--- config.mk ---
export PLATFORM = sky130hd
export DESIGN_NAME = ram_arbiter
export DESIGN_NICKNAME = d
export VERILOG_FILES = /design/src/rtl/ram_arb_pkg.sv /design/src/rtl/ram_arbiter_rr_arb2.sv /design/src/rtl/ram_arbiter.sv
export SDC_FILE = /design/constraint.sdc
export NUM_CORES = 1
export LEC_CHECK = 0
export CORE_MARGIN = 2
export CORE_UTILIZATION = 33
export CTS_CLUSTER_SIZE = 10
export DETAILED_ROUTE_END_ITERATION = 8
export PLACE_DENSITY = 0.73
export SLEW_MARGIN = 20
export SYNTH_ARGS = -nofsm -noshare
export SYNTH_HDL_FRONTEND = slang
export SYNTH_HIERARCHICAL = 1
export SYNTH_SLANG_ARGS = --single-unit
--- constraint.sdc ---
create_clock -name clk -period 3.4 [get_ports clk]
set_clock_uncertainty 0.1 [all_clocks]
set_input_delay 0.85 -clock clk [delete_from_list [all_inputs] [get_ports clk]]
set_output_delay 0.85 -clock clk [all_outputs]
set_load 0.005 [all_outputs]
--- src/rtl/ram_arb_pkg.sv ---
// Shared types and default sizing for the program/data RAM arbiter.
package ram_arb_pkg;

    typedef enum logic [1:0] {
        OWN_NONE = 2'd0,
        OWN_M0   = 2'd1,
        OWN_M1   = 2'd2
    } owner_t;

    localparam int DEF_ADDR_W   = 10;
    localparam int DEF_DATA_W   = 16;
    localparam int DEF_MAX_LOCK = 8;

endpackage

--- src/rtl/ram_arbiter_rr_arb2.sv ---
// Two-input round-robin picker; lock_hold lets master 1 keep a won tie.
module rr_arb2
    import ram_arb_pkg::*;
(
    input  logic [1:0] req,
    input  owner_t     last_owner,
    input  logic       lock_hold,
    output owner_t     winner
);

    always_comb begin
        winner = OWN_NONE;
        case (req)
            2'b01:   winner = OWN_M0;
            2'b10:   winner = OWN_M1;
            2'b11:   winner = (lock_hold || last_owner == OWN_M0) ? OWN_M1 : OWN_M0;
            default: winner = OWN_NONE;
        endcase
    end

endmodule

--- src/rtl/ram_arbiter.sv ---
// Shares one synchronous single-port RAM between the CPU (m0) and DMA (m1),
// returning read data to whichever master issued the read one cycle earlier.
module ram_arbiter
    import ram_arb_pkg::*;
#(
    parameter int ADDR_W   = DEF_ADDR_W,
    parameter int DATA_W   = DEF_DATA_W,
    parameter int MAX_LOCK = DEF_MAX_LOCK
)(
    input  logic              clk,
    input  logic              rst_n,
    input  logic              m0_req,
    input  logic              m0_write,
    input  logic [ADDR_W-1:0] m0_addr,
    input  logic [DATA_W-1:0] m0_din,
    output logic              m0_gnt,
    output logic              m0_rvalid,
    output logic [DATA_W-1:0] m0_dout,
    input  logic              m1_req,
    input  logic              m1_write,
    input  logic [ADDR_W-1:0] m1_addr,
    input  logic [DATA_W-1:0] m1_din,
    input  logic              m1_lock,
    output logic              m1_gnt,
    output logic              m1_rvalid,
    output logic [DATA_W-1:0] m1_dout,
    output logic [ADDR_W-1:0] ram_addr,
    output logic              ram_write,
    output logic [DATA_W-1:0] ram_din,
    input  logic [DATA_W-1:0] ram_dout
);

    localparam logic [7:0] LOCK_LIM = 8'(MAX_LOCK);

    owner_t            last_owner;
    owner_t            rd_owner;
    owner_t            winner;
    logic [7:0]        lock_cnt;
    logic              lock_prev;
    logic              lock_hold;
    logic [1:0]        req;
    logic [DATA_W-1:0] m0_hold;
    logic [DATA_W-1:0] m1_hold;

    // Requests are masked by reset so nothing is granted while rst_n is low.
    assign req       = {m1_req & rst_n, m0_req & rst_n};
    assign lock_hold = (last_owner == OWN_M1) && lock_prev && (lock_cnt < LOCK_LIM);

    rr_arb2 u_pick (
        .req        (req),
        .last_owner (last_owner),
        .lock_hold  (lock_hold),
        .winner     (winner)
    );

    always_comb begin
        m0_gnt    = 1'b0;
        m1_gnt    = 1'b0;
        ram_addr  = '0;
        ram_write = 1'b0;
        ram_din   = '0;
        case (winner)
            OWN_M0: begin
                m0_gnt    = 1'b1;
                ram_addr  = m0_addr;
                ram_write = m0_write;
                ram_din   = m0_din;
            end
            OWN_M1: begin
                m1_gnt    = 1'b1;
                ram_addr  = m1_addr;
                ram_write = m1_write;
                ram_din   = m1_din;
            end
            default: ;
        endcase
    end

    // lock_cnt only counts master-1 wins that kept a waiting master 0 out.
    always_ff @(posedge clk or negedge rst_n) begin
        if (!rst_n) begin
            last_owner <= OWN_M1;
            rd_owner   <= OWN_NONE;
            lock_cnt   <= '0;
            lock_prev  <= 1'b0;
            m0_hold    <= '0;
            m1_hold    <= '0;
        end else begin
            if (winner != OWN_NONE)
                last_owner <= winner;
            if (winner == OWN_M1 && m0_req)
                lock_cnt <= (lock_cnt >= LOCK_LIM) ? LOCK_LIM : lock_cnt + 8'd1;
            else
                lock_cnt <= '0;
            lock_prev <= (winner == OWN_M1) && m1_lock;
            rd_owner  <= (winner != OWN_NONE && !ram_write) ? winner : OWN_NONE;
            if (rd_owner == OWN_M0)
                m0_hold <= ram_dout;
            if (rd_owner == OWN_M1)
                m1_hold <= ram_dout;
        end
    end

    assign m0_rvalid = (rd_owner == OWN_M0);
    assign m1_rvalid = (rd_owner == OWN_M1);
    assign m0_dout   = m0_rvalid ? ram_dout : m0_hold;
    assign m1_dout   = m1_rvalid ? ram_dout : m1_hold;

endmodule

==> flow_summary.json <==
{
  "outcome": "finished with violations",
  "violations": "negative setup slack",
  "leakage_nw": 1.78,
  "final.setup.tns_ns": -2.92,
  "grt_max_degree": 40,
  "yosys.area.top_type": "dfrtp_1",
  "p_seq_share_pct": 37.0,
  "start_kind": "flip-flop",
  "viasPerCell": 4.84,
  "ys_seq_area_share_pct": 51.7,
  "drtPass1Iterations": 4,
  "powerDensity_nw_per_um2": 468,
  "root_buffer": "clkbuf_8",
  "crit_arrival_ns": 2.62,
  "sw_frac_of_total_pct": 26.3,
  "num_rows": 29,
  "fmax_mhz": 280,
  "cts.sinks": 45,
  "crit_path_top_delay_cell": "or4_4",
  "ios": 138,
  "vdd_drop_max_uv": 388,
  "area_growth_pct": 94.0,
  "cp-end-kind": "output pin",
  "gp_congestion": 0.706,
  "insertedDiodeCount": 0,
  "maxSlewViolCount": 0,
  "cts_tree": "yes",
  "grt_pass1_wl_um": 11000,
  "synth_cells": 185,
  "place_hpwl_um": 4720,
  "nFillCells": 505,
  "multi_input_area_sq_um": 1210,
  "synth_area_sq_um": 2180,
  "worstSetupPathType": "reg2out",
  "ant_nets": 0,
  "worstPathRequired_ns": 2.45,
  "worstPathCellList": "or4_4, nor4_4, nand2b_4, o21a_4, buf_6, ha_4, buf_16, buf_8, buf_6, a22oi_2, nor2b_1, buf_2",
  "finalInstanceArea_sq_um": 4230,
  "critPathMaxStageDelay_ns": 0.56,
  "die_area_sq_um": 7270,
  "cts_buffers": 5,
  "grt_usage_pct": 19.4,
  "worstSkewPairLatency_ns": 0.29,
  "pre_cts_ws_ns": -0.553,
  "layout-drive-gt1-share_pct": 40.6,
  "antenna_found_initial": 0,
  "path_buf_inv": 5,
  "maxCapViolCount": 0,
  "synth_seq_cells": 45,
  "worst_slack_ns": -0.175,
  "setup_viol": 27,
  "core_sq_um": 6390,
  "grt-ovfl-total": 0,
  "min_period_ns": 3.57,
  "die_y_um": 85.3,
  "crit_family": "simple AND/OR/NAND/NOR gates",
  "grt_pass1_vias": 2277,
  "synthTopCellsByArea": "dfrtp_1 51%, mux2_2 17%, a22oi_1 9.3%",
  "layout.nets": 434,
  "post_dp_cell_area_sq_um": 3720,
  "synth.distinct_cells": 24,
  "routed_wl_um": 7050,
  "die_w_um": 85.3,
  "hold_viol_final": 0,
  "fin_util_pct": 66.2,
  "synth_top_area_share_pct": 50.5,
  "internal_power_w": 0.00146,
  "crit_fanout": 7,
  "final-seq-area_sq_um": 1130,
  "htreeDepth": 2,
  "post-route-period-util_pct": 105,
  "share_comb_of_total_power_pct": 47.2,
  "power_switching_w": 0.000519,
  "clkPwrFrac_pct": 15.7,
  "clk_pin_slew_ns": 0.08,
  "crit_top_cell": "buf_6",
  "io_buffers": 137,
  "clk_path_buf_depth": 2,
  "vias": 2091,
  "min_path_type": "reg2reg",
  "rsz0062_at_grt": "yes",
  "drc": 0,
  "wl_per_cell_um": 16.3,
  "ys_warn_count": 6,
  "start_util_pct": 34.1,
  "drtIter0Drc": 63,
  "r2r_slack_ns": 0.61,
  "synth_area_per_cell_sq_um": 11.8
}
flip-flops by register name (all words and copies together) (netlist names):
name        flops
lock_cnt        8
last_owner      2
m0_hold        16
lock_prev       1
rd_owner        2
m1_hold        16
through the flow:
stage	std cells	power (W)	hold WS, ns
2_1_floorplan	188	0.00104	0.348
3_3_place_gp	400	0.00156	0.377
3_5_place_dp	400	0.00158	0.384
4_1_cts	427	0.00199	0.402
5_1_grt	432	0.00211	0.411
6_report	432	0.00198	0.398
power by group through the flow:
stage          clock (W)  sequential [W]  combinational, W
2_1_floorplan          0        0.000730          0.000313
3_3_place_gp           0        0.000735          0.000823
3_5_place_dp           0        0.000744          0.000834
4_1_cts         0.000326        0.000733          0.000935
5_1_grt         0.000353        0.000752           0.00100
6_report        0.000311        0.000732          0.000934
area by class of cell:
type	count	share of cell area, %
sequential	45	26.7
timing repair buffer	171	39.8
inverter	7	0.680
clock inverter	1	0.178
clock buffer	7	1.80
tap	77	2.28
multi-input combinational	124	28.6
cells in the mapped netlist, drive strengths merged:
| cell | n |
|---|---|
| a22oi | 27 |
| inv | 7 |
| and3b | 1 |
| dfstp | 1 |
| nor2 | 6 |
| dfrtp | 44 |
| o21a | 1 |
| a311oi | 1 |
| xnor2 | 1 |
| conb | 1 |
| mux2 | 32 |
| nor2b | 29 |
| nand2 | 6 |
| nor4 | 1 |
| and2 | 3 |
| buf | 4 |
| or4 | 2 |
| ha | 5 |
| nand2b | 4 |
| o22ai | 1 |
| clkbuf | 8 |
path summary, 6_finish.rpt:
| path | cells past startpoint | end | from |
|---|---|---|---|
| worst max-delay path | 12 | ram_din[7] | lock_cnt[6]$_DFF_PN0_ |
| worst min-delay path | 1 | m0_hold[0]$_DFF_PN0_ | m0_hold[0]$_DFF_PN0_ |
| worst max register to register | 11 | lock_cnt[1]$_DFF_PN0_ | lock_cnt[6]$_DFF_PN0_ |
| worst min register to register | 1 | m0_hold[0]$_DFF_PN0_ | m0_hold[0]$_DFF_PN0_ |
| max in group asynchronous | 2 | last_owner[1]$_DFFE_PN1N_ | rst_n |
| min in group asynchronous | 2 | lock_cnt[4]$_DFF_PN0_ | rst_n |
timing repair:
action,in CTS,in global routing
resized for setup,165,4
gates cloned,5,1
hold buffers,0,0
endpoints found under the setup margin,29,28
setup buffers,14,4
pin swaps,18,5
cell families after synthesis:
family | share of synthesized area, %
other | 0.172
adder cells (fa/ha/maj) | 2.87
buffers and inverters | 3.39
flip-flops | 51.7
XOR/XNOR | 0.402
multiplexers | 16.5
AO/OA/AOI/OAI | 10.3
AND/OR/NAND/NOR | 14.6
placed cells by master, fill, tap and decap left out, types with 2 or more instances in the layout:
cell type        instances
nand2b_1                 3
conb_1                   4
clkdlybuf4s50_1        105
buf_12                   5
dlygate4sd2_1            3
clkbuf_8                 5
nor2_1                   5
buf_16                   5
buf_6                    5
buf_2                   27
inv_1                    5
and2_4                   2
ha_1                     2
nand2_1                  6
nor2b_1                 27
mux2_2                  32
dfrtp_1                 44
ha_4                     3
clkbuf_1                 2
buf_4                   17
clkbuf_2                 2
or4_4                    2
a22oi_2                 26
routing by layer:
layer | up-vias | GRT usage, % | part of all wire [%]
li1 | 979 | - | -
met1 | 977 | 19.9 | 36
met2 | 118 | 36.6 | 53
met3 | 17 | 5.64 | 8.4
met4 | 0 | 7.65 | 3.2
met5 | - | 0 | 0
Note: power is estimated with default switching activity, not from simulation.
